--- config.mk ---
export PLATFORM = sky130hd
export DESIGN_NAME = axi4l_reg_bank
export DESIGN_NICKNAME = d
export VERILOG_FILES = /design/src/rtl/axi4l_pkg.sv /design/src/rtl/axi4l_reg_bank.sv
export SDC_FILE = /design/constraint.sdc
export NUM_CORES = 1
export LEC_CHECK = 0
export ABC_AREA = 1
export BUFFER_PORTS_ARGS = -buffer_cell sky130_fd_sc_hd__buf_2
export CAP_MARGIN = 20
export CORE_MARGIN = 2
export CORE_UTILIZATION = 50
export CTS_BUF_LIST = sky130_fd_sc_hd__clkbuf_4 sky130_fd_sc_hd__clkbuf_8
export CTS_CLUSTER_DIAMETER = 200
export DETAILED_ROUTE_END_ITERATION = 6
export GPL_TIMING_DRIVEN = 0
export MAX_ROUTING_LAYER = met4
export PLACE_DENSITY = 0.74
export SYNTH_ARGS = -nofsm -noshare
export SYNTH_HDL_FRONTEND = slang
export SYNTH_SLANG_ARGS = --single-unit
--- constraint.sdc ---
create_clock -name axi4l_aclk -period 2.4 [get_ports axi4l_aclk]
set_input_delay 0 -clock axi4l_aclk [delete_from_list [all_inputs] [get_ports axi4l_aclk]]
set_output_delay 0 -clock axi4l_aclk [all_outputs]
set_load 0.05 [all_outputs]
--- src/rtl/axi4l_pkg.sv ---
// Shared AXI4-Lite response codes and channel state encodings for axi4l_reg_bank.
package axi4l_pkg;

  typedef enum logic [1:0] {
    OKAY   = 2'b00,
    EXOKAY = 2'b01,
    SLVERR = 2'b10,
    DECERR = 2'b11
  } axi4l_resp_t;

  localparam logic [1:0] RESP_OKAY   = 2'b00;
  localparam logic [1:0] RESP_EXOKAY = 2'b01;
  localparam logic [1:0] RESP_SLVERR = 2'b10;
  localparam logic [1:0] RESP_DECERR = 2'b11;

  typedef enum logic {
    W_IDLE = 1'b0,
    W_RESP = 1'b1
  } w_state_t;

  typedef enum logic {
    R_IDLE = 1'b0,
    R_DATA = 1'b1
  } r_state_t;

endpackage

--- src/rtl/axi4l_reg_bank.sv ---
// AXI4-Lite slave with NUM_REGS byte-strobed control registers and per-register write pulses.
// Optional: define AXI4L_REG_BANK_SLVERR_EN to answer out-of-range accesses with SLVERR.
module axi4l_reg_bank
  import axi4l_pkg::*;
#(
  parameter int                    ADDR_WIDTH = 32,
  parameter int                    DATA_WIDTH = 32,
  parameter int                    NUM_REGS   = 16,
  parameter logic [DATA_WIDTH-1:0] RESET_VAL  = '0
) (
  input  logic                           axi4l_aclk,
  input  logic                           axi4l_arstn,
  input  logic [ADDR_WIDTH-1:0]          awaddr,
  input  logic                           awvalid,
  output logic                           awready,
  input  logic [DATA_WIDTH-1:0]          wdata,
  input  logic [DATA_WIDTH/8-1:0]        wstrb,
  input  logic                           wvalid,
  output logic                           wready,
  output logic [1:0]                     bresp,
  output logic                           bvalid,
  input  logic                           bready,
  input  logic [ADDR_WIDTH-1:0]          araddr,
  input  logic                           arvalid,
  output logic                           arready,
  output logic [DATA_WIDTH-1:0]          rdata,
  output logic [1:0]                     rresp,
  output logic                           rvalid,
  input  logic                           rready,
  output logic [NUM_REGS*DATA_WIDTH-1:0] reg_out,
  output logic [NUM_REGS-1:0]            reg_wr
);

  localparam int BYTES = DATA_WIDTH / 8;
  localparam int OFF_W = $clog2(BYTES);
  localparam int IDX_W = $clog2(NUM_REGS);
  localparam int SPAN  = NUM_REGS * BYTES;

`ifdef AXI4L_REG_BANK_SLVERR_EN
  localparam logic [1:0] OOR_RESP = RESP_SLVERR;
`else
  localparam logic [1:0] OOR_RESP = RESP_OKAY;
`endif

  generate
    if (!((DATA_WIDTH == 32) || (DATA_WIDTH == 64))) begin : g_bad_dw
      $error("axi4l_reg_bank: DATA_WIDTH must be 32 or 64");
    end
    if ((NUM_REGS < 2) || (NUM_REGS > 256) || ((NUM_REGS & (NUM_REGS - 1)) != 0)) begin : g_bad_nr
      $error("axi4l_reg_bank: NUM_REGS must be a power of 2 in 2..256");
    end
  endgenerate

  // Every address bit takes part, so aliases in the upper bits are out of range.
  function automatic logic in_range(input logic [ADDR_WIDTH-1:0] a);
    return ({1'b0, a} < (ADDR_WIDTH+1)'(SPAN));
  endfunction

  function automatic logic [IDX_W-1:0] reg_idx(input logic [ADDR_WIDTH-1:0] a);
    return a[OFF_W +: IDX_W];
  endfunction

  logic [DATA_WIDTH-1:0] regs_q [NUM_REGS];
  logic [NUM_REGS-1:0]   reg_wr_q;

  w_state_t              w_state_q, w_state_d;
  logic                  aw_done_q, aw_done_d, w_done_q, w_done_d;
  logic [ADDR_WIDTH-1:0] awaddr_q, awaddr_d;
  logic [DATA_WIDTH-1:0] wdata_q, wdata_d;
  logic [BYTES-1:0]      wstrb_q, wstrb_d;
  logic                  awready_q, awready_d, wready_q, wready_d;
  logic                  bvalid_q, bvalid_d;
  logic [1:0]            bresp_q, bresp_d;

  logic                  aw_hs_s, w_hs_s, have_aw_s, have_w_s, commit_s;
  logic [ADDR_WIDTH-1:0] cm_addr_s;
  logic [DATA_WIDTH-1:0] cm_data_s;
  logic [BYTES-1:0]      cm_strb_s;

  r_state_t              r_state_q, r_state_d;
  logic                  arready_q, arready_d, rvalid_q, rvalid_d;
  logic [DATA_WIDTH-1:0] rdata_q, rdata_d;
  logic [1:0]            rresp_q, rresp_d;
  logic                  ar_hs_s;

  assign aw_hs_s   = awvalid & awready_q;
  assign w_hs_s    = wvalid & wready_q;
  assign have_aw_s = aw_done_q | aw_hs_s;
  assign have_w_s  = w_done_q | w_hs_s;
  assign cm_addr_s = aw_hs_s ? awaddr : awaddr_q;
  assign cm_data_s = w_hs_s ? wdata : wdata_q;
  assign cm_strb_s = w_hs_s ? wstrb : wstrb_q;
  assign ar_hs_s   = arvalid & arready_q;

  // Write channel next state: capture AW/W in any order, commit once both are held.
  always_comb begin
    w_state_d = w_state_q;
    aw_done_d = aw_done_q;
    w_done_d  = w_done_q;
    awaddr_d  = awaddr_q;
    wdata_d   = wdata_q;
    wstrb_d   = wstrb_q;
    awready_d = awready_q;
    wready_d  = wready_q;
    bvalid_d  = bvalid_q;
    bresp_d   = bresp_q;
    commit_s  = 1'b0;
    case (w_state_q)
      W_IDLE: begin
        if (aw_hs_s) begin
          aw_done_d = 1'b1;
          awaddr_d  = awaddr;
        end else begin
          aw_done_d = aw_done_q;
        end
        if (w_hs_s) begin
          w_done_d = 1'b1;
          wdata_d  = wdata;
          wstrb_d  = wstrb;
        end else begin
          w_done_d = w_done_q;
        end
        if (have_aw_s && have_w_s) begin
          commit_s  = 1'b1;
          aw_done_d = 1'b0;
          w_done_d  = 1'b0;
          awready_d = 1'b0;
          wready_d  = 1'b0;
          bvalid_d  = 1'b1;
          bresp_d   = in_range(cm_addr_s) ? RESP_OKAY : OOR_RESP;
          w_state_d = W_RESP;
        end else begin
          awready_d = ~have_aw_s;
          wready_d  = ~have_w_s;
        end
      end
      W_RESP: begin
        if (bready) begin
          bvalid_d  = 1'b0;
          awready_d = 1'b1;
          wready_d  = 1'b1;
          w_state_d = W_IDLE;
        end else begin
          bvalid_d = 1'b1;
        end
      end
      default: begin
        w_state_d = W_IDLE;
        aw_done_d = 1'b0;
        w_done_d  = 1'b0;
        awready_d = 1'b0;
        wready_d  = 1'b0;
        bvalid_d  = 1'b0;
        bresp_d   = RESP_OKAY;
      end
    endcase
  end

  // Write channel state register.
  always_ff @(posedge axi4l_aclk or negedge axi4l_arstn) begin
    if (!axi4l_arstn) begin
      w_state_q <= W_IDLE;
      aw_done_q <= 1'b0;
      w_done_q  <= 1'b0;
      awaddr_q  <= '0;
      wdata_q   <= '0;
      wstrb_q   <= '0;
      awready_q <= 1'b0;
      wready_q  <= 1'b0;
      bvalid_q  <= 1'b0;
      bresp_q   <= RESP_OKAY;
    end else begin
      w_state_q <= w_state_d;
      aw_done_q <= aw_done_d;
      w_done_q  <= w_done_d;
      awaddr_q  <= awaddr_d;
      wdata_q   <= wdata_d;
      wstrb_q   <= wstrb_d;
      awready_q <= awready_d;
      wready_q  <= wready_d;
      bvalid_q  <= bvalid_d;
      bresp_q   <= bresp_d;
    end
  end

  // Register array: byte-strobe merge and one-cycle commit pulse per register.
  always_ff @(posedge axi4l_aclk or negedge axi4l_arstn) begin
    if (!axi4l_arstn) begin
      for (int i = 0; i < NUM_REGS; i++) begin
        regs_q[i] <= RESET_VAL;
      end
      reg_wr_q <= '0;
    end else begin
      for (int i = 0; i < NUM_REGS; i++) begin
        if (commit_s && in_range(cm_addr_s) && (reg_idx(cm_addr_s) == IDX_W'(i))) begin
          for (int b = 0; b < BYTES; b++) begin
            if (cm_strb_s[b]) begin
              regs_q[i][b*8 +: 8] <= cm_data_s[b*8 +: 8];
            end
          end
          reg_wr_q[i] <= |cm_strb_s;
        end else begin
          reg_wr_q[i] <= 1'b0;
        end
      end
    end
  end

  // Read channel next state: data sampled from the array as held before the AR edge.
  always_comb begin
    r_state_d = r_state_q;
    arready_d = arready_q;
    rvalid_d  = rvalid_q;
    rdata_d   = rdata_q;
    rresp_d   = rresp_q;
    case (r_state_q)
      R_IDLE: begin
        if (ar_hs_s) begin
          arready_d = 1'b0;
          rvalid_d  = 1'b1;
          r_state_d = R_DATA;
          if (in_range(araddr)) begin
            rdata_d = regs_q[reg_idx(araddr)];
            rresp_d = RESP_OKAY;
          end else begin
            rdata_d = '0;
            rresp_d = OOR_RESP;
          end
        end else begin
          arready_d = 1'b1;
        end
      end
      R_DATA: begin
        if (rready) begin
          rvalid_d  = 1'b0;
          arready_d = 1'b1;
          r_state_d = R_IDLE;
        end else begin
          rvalid_d = 1'b1;
        end
      end
      default: begin
        r_state_d = R_IDLE;
        arready_d = 1'b0;
        rvalid_d  = 1'b0;
        rdata_d   = '0;
        rresp_d   = RESP_OKAY;
      end
    endcase
  end

  // Read channel state register.
  always_ff @(posedge axi4l_aclk or negedge axi4l_arstn) begin
    if (!axi4l_arstn) begin
      r_state_q <= R_IDLE;
      arready_q <= 1'b0;
      rvalid_q  <= 1'b0;
      rdata_q   <= '0;
      rresp_q   <= RESP_OKAY;
    end else begin
      r_state_q <= r_state_d;
      arready_q <= arready_d;
      rvalid_q  <= rvalid_d;
      rdata_q   <= rdata_d;
      rresp_q   <= rresp_d;
    end
  end

  generate
    for (genvar g = 0; g < NUM_REGS; g++) begin : g_flat
      assign reg_out[g*DATA_WIDTH +: DATA_WIDTH] = regs_q[g];
    end
  endgenerate

  assign awready = awready_q;
  assign wready  = wready_q;
  assign bvalid  = bvalid_q;
  assign bresp   = bresp_q;
  assign arready = arready_q;
  assign rvalid  = rvalid_q;
  assign rdata   = rdata_q;
  assign rresp   = rresp_q;
  assign reg_wr  = reg_wr_q;

endmodule
==> flow_metrics.py <==
metrics = {
    "sta": {
        "slew-limit-headroom": 0.1499,
        "clock_skew_ns": 0.04321,
        "hold_viol": 0,
        "rsz0062_at_grt": "yes",
        "setup_violations": 2,
        "fin_crit_sh": 1.011,
        "tightest_slew_ns": 1.275,
        "slew_viol_final": 0,
        "min_period_ns": 2.427,
        "final.setup.tns_ns": -0.04437,
        "worst_slack_ns": -0.02712,
        "fmax_mhz": 412.0,
    },
    "setup_path": {
        "critPathCaptureType": "flip-flop",
        "crit_type": "in2reg",
        "timing.rr.start": "wready$_DFFE_PN0P_",
        "required_ns": 3.09,
        "crit_arrival_ns": 3.12,
        "r2r_cells": 8,
        "r2r_end": "reg_out[263]$_DFFE_PN0P_",
        "rrSetupSlack_ns": -0.02,
        "start_kind": "input pin",
        "crit_fanout": 10,
    },
    "power": {
        "powerDensity_nw_per_um2": 803.9,
        "leakage_nw": 23.65,
        "p_seq_frac": 0.347,
        "pwr-share-comb": 0.327,
        "total_power_mw": 33.53,
        "power.switching_mw": 13.94,
        "intPower_mw": 19.59,
        "ir_drop_mv": 0.8015,
        "swShare": 0.4156,
        "clock_power_share": 0.326,
    },
    "clock_tree": {
        "clkSlewWorstSetupHoldPaths_ns": 0.07,
        "cts_buffers": 108,
        "htreeDepth": 3,
        "cts_root_buffer": "clkbuf_8",
        "cts_tree": "yes",
        "cts_sinks": 635,
        "ctsLongestPathBuffers": 3,
        "clock_latency_ns": 0.76,
    },
    "die": {
        "pin_count": 676,
        "floorplan.die_area_um2": 67840,
        "die_h_um": 260.5,
        "die_w_um": 260.5,
        "initial_core_util": 0.5029,
        "core_um2": 65390,
        "row_count": 94,
    },
    "synth": {
        "synth_top_area_share": 0.4832,
        "synthMuxAreaShare": 0,
        "synth_edf_count": 0,
        "yosysUniqueCellTypes": 32,
        "synth_ff_type": "dfrtp_1",
        "synth-simple-area-share": 0.4345,
        "yosysMostFrequentCell": "nand2_1",
        "synthAdderAreaFrac": 0,
        "synth_warnings": 0,
        "synthTopCellsByArea": "dfrtp_1 (48%), nand2_1 (20%), nand4_1 (9.8%)",
        "synth_common_cells": "nand2_1 (1,791), dfrtp_1 (635), nand4_1 (514), nand3_1 (448), buf_2 (145)",
        "syn_inst": 4123,
        "syn_area_um2": 32890,
        "ys_seq_area_frac": 0.4832,
        "synthXorXnorAreaFrac": 0,
        "ys_ff_latch": 635,
        "synth_compound_area_frac": 0.02328,
        "async_flop_share": 1.000,
        "synth.avg_cell_area_um2": 7.977,
        "yosysTopAreaCell": "dfrtp_1",
        "synth_top_family_by_area": "simple AND/OR/NAND/NOR gates",
    },
    "global_routing": {
        "track_usage": 0.4710,
        "gr-total-overflow": 0,
        "met3_usage": 0.1336,
        "grt_pass1_wl_um": 225700,
        "grt_pass1_vias": 33980,
        "grt_max_degree": 118,
        "grt-busiest-layer": "met2",
        "antenna_found_initial": 5,
        "use_met1": 0.5784,
        "grt_use_met2": 0.6817,
    },
    "min_path": {
        "worstHoldStart": "awaddr[31]",
        "hp-class": "in2reg",
        "holdPathEnd": "awaddr_q[31]$_DFFE_PN0N_",
        "whs_path_depth": 4,
    },
    "detailed_routing": {
        "drtAntennaViolNets": 0,
        "drc": 1,
        "drt_wl_total_um": 157600,
        "drt_iter0_markers": 4887,
        "vias": 36420,
        "vias_per_cell": 6.077,
        "drt_first_pass_iters": 7,
        "avgRoutedWirePerCell_um": 26.30,
    },
    "placement": {
        "io_buffer_count": 664,
        "hpwl_um": 122100,
        "dp_slack_ns": -0.6521,
        "gp_congestion": 1.036,
    },
    "flow_run": {
        "max_cap_violations": 0,
    },
    "layout": {
        "fin_util": 0.6378,
        "area.growth.synth_to_final_pct": 26.81,
        "drive_above_1_share": 0.2406,
        "final_nets": 5147,
    },
    "outcome": {
        "status": "complete, but fails checks",
        "violations": "design-rule violations, negative setup slack",
    },
}
==> registers in the layout, indices dropped and copies added (netlist names), 4 cells and up <==
signal	flops
reg_wr	16
wdata_q	32
wstrb_q	4
rdata	32
reg_out	512
awaddr_q	30
==> power groups by stage <==
stage	Clock (mW)	Combinational (mW)	Sequential, mW
6_report	10.9	11.0	11.6
5_1_grt	11.3	11.4	11.7
4_1_cts	10.8	10.2	11.6
3_5_place_dp	0	9.70	11.8
3_3_place_gp	0	9.53	11.8
2_1_floorplan	0	5.81	11.9
==> cell type report <==
type | count | area (um^2)
Multi-Input combinational cell | 3065 | 15290
Antenna cell | 5 | 12.51
Timing Repair Buffer | 804 | 4881
Inverter | 79 | 296.5
Clock buffer | 180 | 2258
Clock inverter | 14 | 126.4
Sequential cell | 635 | 15890
Buffer | 347 | 1867
Tap cell | 864 | 1081
Fill cell | 5808 | 23690
==> timing repair <==
| item | 4_1_cts | 5_1_grt |
|---|---|---|
| setup endpoints to repair | 526 | 483 |
| setup buffers | 16 | 5 |
| endpoints found under the hold margin | 598 | 0 |
| hold buffers | 108 | 0 |
| resized for setup | 82 | 96 |
| cloned | 0 | 0 |
| pin swaps | 7 | 3 |
==> logic make-up (layout without fill, tap and decap cells) <==
kind of cell    Yosys count  count (layout)
other cells               1               9
compound gates          135             135
flops                   635             635
buf+inv                 426            1424
simple gates           2926            2926
==> how the worst max path moves through the flow <==
stage / startpoint / slack [ns] / cells after the start / to
final: araddr[2] / -0.03 / 10 / rdata[23]$_DFFE_PN0P_
after global routing: wready$_DFFE_PN0P_ / -0.01 / 9 / reg_out[249]$_DFFE_PN0P_
after CTS: awready$_DFFE_PN0P_ / -0.0004 / 13 / reg_out[359]$_DFFE_PN0P_
after detailed placement: araddr[2] / -0.65 / 9 / rdata[21]$_DFFE_PN0P_
after global placement: axi4l_arstn / -12.38 / 1 / wdata_q[28]$_DFFE_PN0N_
after floorplan: awready$_DFFE_PN0P_ / 0.18 / 10 / reg_out[256]$_DFFE_PN0P_
==> metrics by stage <==
step / instance area, um^2 / cells / hold WS, ns
after floorplan: 32900 / 4126 / -0.2956
after global placement: 37300 / 5654 / 0.2187
after detailed placement: 37520 / 5663 / 0.07414
after CTS: 41430 / 5981 / 0.0006175
after global routing: 41700 / 5992 / 0.05654
final: 41710 / 5993 / 0.01609
==> critical path, cell delays in order <==
cell and delay (ns):
clkbuf_1 0.23, inv_2 0.27, clkbuf_1 0.74, clkbuf_1 0.96, nand2_1 0.11, nand3_1 0.13, nand3_1 0.14, nand3_1 0.26
nand3_1 0.17, nand2_1 0.09
==> per-layer routing <==
| metal | wire length (um) | up-vias |
|---|---|---|
| met5 | 0 | - |
| met1 | 57190 | 17400 |
| li1 | - | 15790 |
| met3 | 19600 | 597 |
| met2 | 68390 | 2631 |
| met4 | 12410 | 0 |
==> cell usage in the layout, fill, tap and decap left out, types with 6 or more instances in the layout <==
| master | synthesis | final |
|---|---|---|
| nor2_8 | 15 | 15 |
| nand3_1 | 448 | 447 |
| inv_2 | 8 | 8 |
| buf_2 | 145 | 746 |
| buf_1 | 36 | 30 |
| buf_16 | 0 | 6 |
| o211ai_1 | 6 | 6 |
| nand2_4 | 8 | 9 |
| clkbuf_4 | 0 | 59 |
| nor4_1 | 7 | 7 |
| inv_1 | 70 | 70 |
| nand4_1 | 514 | 514 |
| clkinv_2 | 0 | 8 |
| nand4_4 | 60 | 61 |
| clkbuf_1 | 140 | 121 |
| buf_4 | 10 | 67 |
| nand2_1 | 1791 | 1791 |
| o21ai_0 | 55 | 55 |
| o21ai_2 | 3 | 26 |
| a21oi_1 | 32 | 32 |
| dlygate4sd3_1 | 0 | 108 |
| dfrtp_1 | 635 | 635 |
| nor2_1 | 69 | 68 |
| buf_6 | 16 | 22 |
| clkbuf_2 | 0 | 17 |
| o21ai_4 | 5 | 14 |
| clkbuf_8 | 0 | 145 |
(Power assumes the default switching activity.)
